File: src/rtl/fifo_pkg.sv
// rtl/fifo_pkg.sv - shared types and width helpers for param_fifo
package fifo_pkg;

    typedef enum logic {
        REG_MODE  = 1'b0,
        FWFT_MODE = 1'b1
    } read_mode_e;

    function automatic int ptr_width(input int depth);
        return $clog2(depth) + 1;
    endfunction

    // Occupancy spans 0..DEPTH, so it needs the same width as a wrapped pointer.
    function automatic int count_width(input int depth);
        return ptr_width(depth);
    endfunction

endpackage

File: src/rtl/param_fifo_if.sv
// rtl/param_fifo_if.sv - producer/consumer handshake bundle for param_fifo
interface param_fifo_if #(
    parameter int WIDTH = 8,
    parameter int DEPTH = 16
);
    import fifo_pkg::*;

    localparam int CW = count_width(DEPTH);

    logic             push;
    logic [WIDTH-1:0] push_data;
    logic             full;
    logic             pop;
    logic [WIDTH-1:0] pop_data;
    logic             pop_valid;
    logic             empty;
    logic [CW-1:0]    count;
    logic             almost_full;
    logic             almost_empty;
    logic             overflow;
    logic             underflow;
    logic             clr_err;

    modport master (
        output push, push_data, pop, clr_err,
        input  full, pop_data, pop_valid, empty, count,
               almost_full, almost_empty, overflow, underflow
    );

    modport slave (
        input  push, push_data, pop, clr_err,
        output full, pop_data, pop_valid, empty, count,
               almost_full, almost_empty, overflow, underflow
    );

endinterface

File: src/rtl/fifo_mem.sv
// rtl/fifo_mem.sv - DEPTH x WIDTH storage, synchronous write, asynchronous read
module fifo_mem #(
    parameter int WIDTH = 8,
    parameter int DEPTH = 16,
    localparam int AW   = $clog2(DEPTH)
) (
    input  logic             clk,
    input  logic             we,
    input  logic [AW-1:0]    waddr,
    input  logic [WIDTH-1:0] wdata,
    input  logic [AW-1:0]    raddr,
    output logic [WIDTH-1:0] rdata
);

    logic [WIDTH-1:0] mem [DEPTH];

    always_ff @(posedge clk) begin
        if (we) begin
            mem[waddr] <= wdata;
        end
    end

    assign rdata = mem[raddr];

endmodule

File: src/rtl/param_fifo.sv
// rtl/param_fifo.sv - parametrised synchronous FIFO with FWFT/registered read,
// occupancy, almost flags and sticky error flags
module param_fifo
    import fifo_pkg::*;
#(
    parameter int WIDTH     = 8,
    parameter int DEPTH     = 16,
    parameter int FWFT      = 1,
    parameter int AFULL_TH  = DEPTH - 2,
    parameter int AEMPTY_TH = 2
) (
    input  logic       clk,
    input  logic       rst,
    param_fifo_if.slave bus
);

    localparam int PW = ptr_width(DEPTH);
    localparam int AW = PW - 1;
    localparam read_mode_e MODE = (FWFT != 0) ? FWFT_MODE : REG_MODE;

    logic [PW-1:0]    wr_ptr, rd_ptr;
    logic [PW-1:0]    occ;
    logic             empty_i, full_i;
    logic             push_ok, pop_ok;
    logic             overflow_q, underflow_q;
    logic [WIDTH-1:0] rdata;

    assign empty_i = (wr_ptr == rd_ptr);
    assign full_i  = (wr_ptr[AW-1:0] == rd_ptr[AW-1:0]) && (wr_ptr[AW] != rd_ptr[AW]);
    assign occ     = wr_ptr - rd_ptr;

    // Each side is judged against the pre-edge flags only, so a push and pop
    // at a boundary never let one another through.
    assign push_ok = bus.push & ~full_i;
    assign pop_ok  = bus.pop & ~empty_i;

    always_ff @(posedge clk or posedge rst) begin
        if (rst) begin
            wr_ptr <= '0;
            rd_ptr <= '0;
        end else begin
            if (push_ok) wr_ptr <= wr_ptr + PW'(1);
            if (pop_ok)  rd_ptr <= rd_ptr + PW'(1);
        end
    end

    always_ff @(posedge clk or posedge rst) begin
        if (rst) begin
            overflow_q  <= 1'b0;
            underflow_q <= 1'b0;
        end else begin
            if (bus.push && full_i)     overflow_q <= 1'b1;
            else if (bus.clr_err)       overflow_q <= 1'b0;
            if (bus.pop && empty_i)     underflow_q <= 1'b1;
            else if (bus.clr_err)       underflow_q <= 1'b0;
        end
    end

    fifo_mem #(
        .WIDTH (WIDTH),
        .DEPTH (DEPTH)
    ) u_mem (
        .clk   (clk),
        .we    (push_ok),
        .waddr (wr_ptr[AW-1:0]),
        .wdata (bus.push_data),
        .raddr (rd_ptr[AW-1:0]),
        .rdata (rdata)
    );

    generate
        if (MODE == FWFT_MODE) begin : g_fwft
            assign bus.pop_valid = ~empty_i;
            assign bus.pop_data  = rdata;
        end else begin : g_reg
            logic             pv_q;
            logic [WIDTH-1:0] pd_q;

            always_ff @(posedge clk or posedge rst) begin
                if (rst) begin
                    pv_q <= 1'b0;
                    pd_q <= '0;
                end else begin
                    pv_q <= pop_ok;
                    if (pop_ok) pd_q <= rdata;
                end
            end

            assign bus.pop_valid = pv_q;
            assign bus.pop_data  = pd_q;
        end
    endgenerate

    assign bus.empty        = empty_i;
    assign bus.full         = full_i;
    assign bus.count        = occ;
    assign bus.overflow     = overflow_q;
    assign bus.underflow    = underflow_q;
    // int compare keeps out-of-range thresholds (negative or > DEPTH) constant.
    assign bus.almost_full  = (int'(occ) >= AFULL_TH);
    assign bus.almost_empty = (int'(occ) <= AEMPTY_TH);

endmodule

File: src/flat_wrapper.sv
// flat-port wrapper written by rule: the top's interface ports become plain ports
module param_fifo_flat import fifo_pkg::*;
#(
    parameter int WIDTH     = 8,
    parameter int DEPTH     = 16,
    parameter int FWFT      = 1,
    parameter int AFULL_TH  = DEPTH - 2,
    parameter int AEMPTY_TH = 2
)
  (clk, rst, bus_push, bus_push_data, bus_pop, bus_clr_err, bus_full, bus_pop_data, bus_pop_valid, bus_empty, bus_count, bus_almost_full, bus_almost_empty, bus_overflow, bus_underflow);
  param_fifo_if #(.WIDTH(WIDTH), .DEPTH(DEPTH)) bus_i ();
  input  logic clk;
  input  logic rst;
  input wire logic [$bits(bus_i.push)-1:0] bus_push;
  input wire logic [$bits(bus_i.push_data)-1:0] bus_push_data;
  input wire logic [$bits(bus_i.pop)-1:0] bus_pop;
  input wire logic [$bits(bus_i.clr_err)-1:0] bus_clr_err;
  output wire logic [$bits(bus_i.full)-1:0] bus_full;
  output wire logic [$bits(bus_i.pop_data)-1:0] bus_pop_data;
  output wire logic [$bits(bus_i.pop_valid)-1:0] bus_pop_valid;
  output wire logic [$bits(bus_i.empty)-1:0] bus_empty;
  output wire logic [$bits(bus_i.count)-1:0] bus_count;
  output wire logic [$bits(bus_i.almost_full)-1:0] bus_almost_full;
  output wire logic [$bits(bus_i.almost_empty)-1:0] bus_almost_empty;
  output wire logic [$bits(bus_i.overflow)-1:0] bus_overflow;
  output wire logic [$bits(bus_i.underflow)-1:0] bus_underflow;
  assign bus_i.push = bus_push;
  assign bus_i.push_data = bus_push_data;
  assign bus_i.pop = bus_pop;
  assign bus_i.clr_err = bus_clr_err;
  assign bus_full = bus_i.full;
  assign bus_pop_data = bus_i.pop_data;
  assign bus_pop_valid = bus_i.pop_valid;
  assign bus_empty = bus_i.empty;
  assign bus_count = bus_i.count;
  assign bus_almost_full = bus_i.almost_full;
  assign bus_almost_empty = bus_i.almost_empty;
  assign bus_overflow = bus_i.overflow;
  assign bus_underflow = bus_i.underflow;
  param_fifo #(.WIDTH(WIDTH), .DEPTH(DEPTH), .FWFT(FWFT), .AFULL_TH(AFULL_TH), .AEMPTY_TH(AEMPTY_TH)) u_core (.clk(clk), .rst(rst), .bus(bus_i));
endmodule
File: config.mk
export PLATFORM = sky130hd
export DESIGN_NAME = param_fifo_flat
export DESIGN_NICKNAME = d
export VERILOG_FILES = /design/src/rtl/fifo_pkg.sv /design/src/rtl/param_fifo_if.sv /design/src/rtl/fifo_mem.sv /design/src/rtl/param_fifo.sv /design/src/flat_wrapper.sv
export SDC_FILE = /design/constraint.sdc
export NUM_CORES = 1
export LEC_CHECK = 0
export CORE_ASPECT_RATIO = 0.6
export CORE_UTILIZATION = 25
export DETAILED_ROUTE_END_ITERATION = 6
export GPL_TIMING_DRIVEN = 0
export PLACE_DENSITY = 0.38
export SKIP_LAST_GASP = 1
export SLEW_MARGIN = 10
export SYNTH_ARGS = -nofsm -noshare
export SYNTH_HDL_FRONTEND = slang
export SYNTH_SLANG_ARGS = --single-unit
File: constraint.sdc
create_clock -name clk -period 3.2 [get_ports clk]
set_input_delay 0.64 -clock clk [delete_from_list [all_inputs] [get_ports clk]]
set_output_delay 0.64 -clock clk [all_outputs]
set_load 0.05 [all_outputs]
======== Yosys cells after proc, flatten, opt, wreduce, memory -nomap -nowiden ========
Memory sizes are Yosys's and may differ from the RTL's.
Cells that the tools add are included.
word-level totals
  flip-flop bits (word level) ............. 12
  bits in writable memories ............... 128
  input bits .............................. 13
  output and inout bits ................... 20
  logic and storage cells ................. 27
  memories kept ........................... 1
operators by class
  add/subtract/negate cells ............... 3
  order comparisons ....................... 2
  equality and inequality tests ........... 3
  multiplexer cells ....................... 5
  bitwise logic cells ..................... 4
  reductions and logical operators ........ 5
memories
  memory            depth  width  rd ports  clocked after memory_dff  wr ports  line            source
  u_core.u_mem.mem  16     8      1         0                         1         fifo_mem.sv:15  logic [WIDTH-1:0] mem [DEPTH];
operator list
  operator                                                                              count
  5-bit by 1-bit adder with 5-bit output (second input constant)                        2
  5-bit equality test                                                                   1
  5-bit by 4-bit greater-or-equal comparator with 1-bit output (second input constant)  1
  5-bit by 2-bit <= comparator with 1-bit output (second input constant)                1
  1-bit 2-to-1 mux                                                                      5
  5-bit subtractor                                                                      1
  4-bit equality test                                                                   1
  2-bit nonzero test                                                                    2
  1-bit logical AND                                                                     3
  1-bit AND                                                                             2
  1-bit NOT                                                                             2
  1-bit != test                                                                         1

======== Depth between registers and ports, before layout ========
  depth in word-level cells ............... 6
  depth in mapped cells ................... 8
  gate-level depth less buffers ........... 8

======== Hierarchy ========
From an unflattened synthesis, not the netlist that was laid out.
unflattened totals
  cell total of the unflattened synthesis .. 294
  area total of the unflattened synthesis .. 5,766.8 sq um
modules (own cells, without submodules)
  module      times used  cells each  area an instance (sq um)  sequential area each (sq um)
  fifo_mem    1           221         4,987.3                   3,843.7
  param_fifo  1           73          779.5                     300.3

======== Worst setup path after synthesis ========
No wires, ideal clock.
  path type ............................... register to output
  start ................................... reg u_core.rd_ptr[1]
  end ..................................... out bus_almost_empty
  arrival time ............................ 3.291 ns
  required time ........................... 2.560 ns
  path slack .............................. -0.731 ns
  cell stages (with the launch flop) ...... 9
  path buffers ............................ 2
  path through ............................ dfrtp_1 -> buf_4 -> clkbuf_1 -> inv_1 -> fa_1 -> a21o_1 -> a21oi_1 -> xnor2_1 -> a211oi_1
on the way
  cells in the longest elaborated chain, start to end .. 2
ends and longest elaborated chain
  item                                            line                source
  start, declared                                 param_fifo.sv:21    logic [PW-1:0] wr_ptr, rd_ptr;
  start signal, assigned                          param_fifo.sv:43    if (pop_ok) rd_ptr <= rd_ptr + PW'(1);
  5-bit subtractor                                param_fifo.sv:30    assign occ = wr_ptr - rd_ptr;
  net bus_count[4]                                flat_wrapper.sv:22  output wire logic [$bits(bus_i.count)-1:0] bus_count;
  5-bit by 2-bit <= comparator with 1-bit output  param_fifo.sv:101   assign bus.almost_empty = (int'(occ) <= AEMPTY_TH);
  end, declared                                   flat_wrapper.sv:24  output wire logic [$bits(bus_i.almost_empty)-1:0] bus_almost_empty;
The timed path passes the listed nets, and every way through them passes these cells.

======== Final worst setup path ========
  start ................................... reg u_core.rd_ptr[0]
  end ..................................... out bus_pop_data[1]
on the way
  cells in the longest elaborated chain, start to end .. 1
ends and longest elaborated chain
  item                    line                source
  memory read 16 x 8 bit  -
  end, declared           flat_wrapper.sv:19  output wire logic [$bits(bus_i.pop_data)-1:0] bus_pop_data;
No other way between the ends.

==> impl_metrics.csv <==
group,metric,value,unit
timing,slew_headroom,0.439,
timing,fmax,314,MHz
timing,fin_crit,3190,ps
timing,whs,533,ps
synthesis,synth_async_sr_flop_share,0.0857,
setup_path,critPathSlowestCell,"dfrtp_2",
routing,wl,14.9,mm
finish,syn_to_final_growth,25.8,%
synthesis,synth.area.top_cells,"edfxtp_1 (66%), mux4_1 (7.2%), dfrtp_1 (5.2%), mux2i_1 (4.1%), mux4_2 (3.1%)",
clocking,clockBufferDepth,2,
clocking,ctsHoldBuffers,0,
clocking,cts_buffers,17,
clocking,cts_root_buf,"clkbuf_16",
floorplanning,core_area,22400,um2
routing,avgRoutedWirePerCell,21.6,um
synthesis,synthTopCellsByCount,"edfxtp_1 (128), mux2i_1 (24), mux4_1 (16)",
floorplanning,fp.dieArea,23900,um2
setup_path,cpPeakStageDelay,440,ps
floorplanning,core.rowCount,42,
finish,n_antenna_cell,0,
setup_path,r2r_cells,6,
routing,routed-via-count,3038,
synthesis,synth-edff-count,128,
setup_path,worstPathRequired,2560,ps
routing,via_per_inst,4.40,
setup_path,path_class,"flip-flop to primary output",
timing,tightest_slew,839,ps
synthesis,synth-compound-area-share,0.0446,
synthesis,synth_area,5810,um2
min_path,min_from,"u_core.rd_ptr[4]",
timing,fin_skew,10.1,ps
clocking,cts_tree,"built",
synthesis,synth_top_flop_cell,"edfxtp_1",
synthesis,synthMuxAreaShare,0.145,
floorplanning,io_pins,33,
setup_path,crit_path_end_kind,"primary output",
flow_run,drv_cap,0,
min_path,hp-class,"flip-flop to flip-flop",
floorplanning,die_h,120,um
routing,drc,2,
placed_design,gp_congestion,0.776,
synthesis,synthCells,313,
synthesis,syn_nets,336,
synthesis,synth_top_area_share,0.662,
grt,antenna_found_initial,0,
synthesis,ys_seq_area_frac,0.713,
synthesis,synth_top_family_by_area,"multiplexers",
routing,drt_iter0_drc,196,
synthesis,synthSimpleGateAreaFrac,0.0336,
synthesis,post-synth-top-count-cell,"edfxtp_1",
setup_path,cp.arrival,2550,ps
min_path,worstHoldEndpoint,"u_core.rd_ptr[4]",
synthesis,synth.distinct_cells,39,
setup_path,critPathLaunchType,"flip-flop",
setup_path,path_delay_family,"buffers and inverters",
routing,firstDrtPassIters,7,
synthesis,synth_largest_area_cell,"edfxtp_1",
timing,finalHoldViolCount,0,
timing,finalCritPeriodShare,0.996,
finish,fin_nets,393,
placed_design,io_buffers,32,
grt,grt_pass1_wl,21.5,mm
grt,grt_use_total,0.133,
timing,setup_viol,0,
grt,grt_max_degree,17,
setup_path,cp.buffers_inverters,4,
placed_design,dp_hpwl,10.1,mm
clocking,clk_latency,410,ps
setup_path,crit_chain,"buf_6, buf_8, and2_1, buf_2, a22oi_2, mux2i_1, o21ai_1, clkdlybuf4s15_2",
routing,ant_nets,0,
clocking,clock_sinks,140,
outcome,outcome,"complete, but fails checks",
outcome,violations,"design-rule violations",
timing,rsz0062_at_grt,"yes",
finish,final_util,0.326,
setup_path,cp_max_fo,10,
setup_path,reg2reg_to,"u_core.u_mem.mem[13][4]",
clocking,clk_pin_slew_worst_paths,60,ps
floorplanning,die_x,199,um
floorplanning,start_util,0.259,
clocking,htreeDepth,4,
grt,overflow,0,
synthesis,synth_warnings,0,
synthesis,synthAdderAreaFrac,0.0228,
synthesis,synth_xor_area_frac,0.0181,
setup_path,reg2reg_setup_slack,200,ps
synthesis,syn_area_per_cell,18.6,um2
setup_path,r2r-start,"u_core.rd_ptr[2]",
timing,slew_viol_final,0,
synthesis,synth-seq-cells,140,
finish,layout-drive-gt1-share,0.266,
min_path,whs_path_depth,1,
grt,first_global_vias,2975,
state kept, by name, summed over array words and instances, names as in the netlist:
name,count
u_core.bus.overflow,1
u_core.bus.underflow,1
u_core.wr_ptr,5
u_core.rd_ptr,5
u_core.u_mem.mem,128
cell type report:
cell class | count | area [um2]
fillers | 2213 | 15100
flip-flops and latches | 140 | 4150
multi-input cells | 148 | 1700
clock buffers | 18 | 429
well taps | 308 | 385
repair buffers | 39 | 334
clock inverters | 14 | 153
plain buffers | 12 | 109
inverters | 12 | 50.0
placed cells by master, fill, tap and decap left out, drive strengths merged, types with 7 or more instances in the layout:
cell	synthesis	final
ha	9	9
mux2i	24	24
mux4	24	24
a32oi	8	8
a22oi	8	8
clkbuf	5	24
nor2	14	14
nand2	10	10
dfrtp	12	12
clkinv	0	7
clkdlybuf4s50	0	15
inv	12	12
o21ai	13	13
edfxtp	128	128
buf	8	24
xnor2	9	9
worst max path at each step:
stage                                start                endpoint  slack [ps]  cells past startpoint
after floorplan           u_core.rd_ptr[1]        bus_almost_empty           8                      8
after global placement    u_core.rd_ptr[1]  u_core.u_mem.mem[3][3]       -1030                      8
after detailed placement  u_core.rd_ptr[1]        bus_almost_empty        -910                      9
after CTS                 u_core.rd_ptr[0]         bus_pop_data[6]        -170                      8
after global routing      u_core.rd_ptr[0]         bus_pop_data[1]        -110                      8
final                     u_core.rd_ptr[0]         bus_pop_data[1]          10                      8
stage by stage:
stage / setup TNS [ps] / area [um2] / std cells / setup WS [ps]
global route: -155 / 7310 / 691 / -109
global placement: -94760 / 6540 / 653 / -1030
detailed placement: -78050 / 6560 / 653 / -914
finish: 0 / 7310 / 691 / 13.4
CTS: -595 / 7200 / 686 / -166
floorplan: 0 / 5840 / 313 / 7.60
logic make-up (layout without fill, tap and decap cells):
group	Yosys count	in the layout
adder cells (fa/ha/maj)	10	10
buffers and inverters	25	95
AO/OA/AOI/OAI	37	37
multiplexers	48	48
XOR/XNOR	12	12
AND/OR/NAND/NOR	41	41
flip-flops	140	140
worst reg2reg max path: cells and delay by family, from the launching register on:
kind | cells | cell delay (ps)
adders and majority gates | 1 | 390
AOI/OAI and AO/OA | 1 | 430
and+or+nand+nor | 3 | 1180
buffers and inverters | 1 | 140
DFF | 1 | 460
layer usage:
metal  wire length [um]  part of all wire  up-vias  track usage
li1                   -                 -     1384            -
met1               7780              0.52     1584        0.220
met2               5980              0.40       63        0.166
met3               1050             0.070        7       0.0326
met4                 93            0.0062        0       0.0332
met5                  0                 0        -            0
repair_timing:
item,in CTS,in global routing
pin swaps,1,3
endpoints found under the setup margin,145,87
setup buffers,2,5
resized for setup,83,27
hold endpoints to repair,0,0
gates cloned,0,0
Power is left out: the tool's default activity adds up to more than one toggle a clock period on the data nets, which glitch-free logic cannot reach.
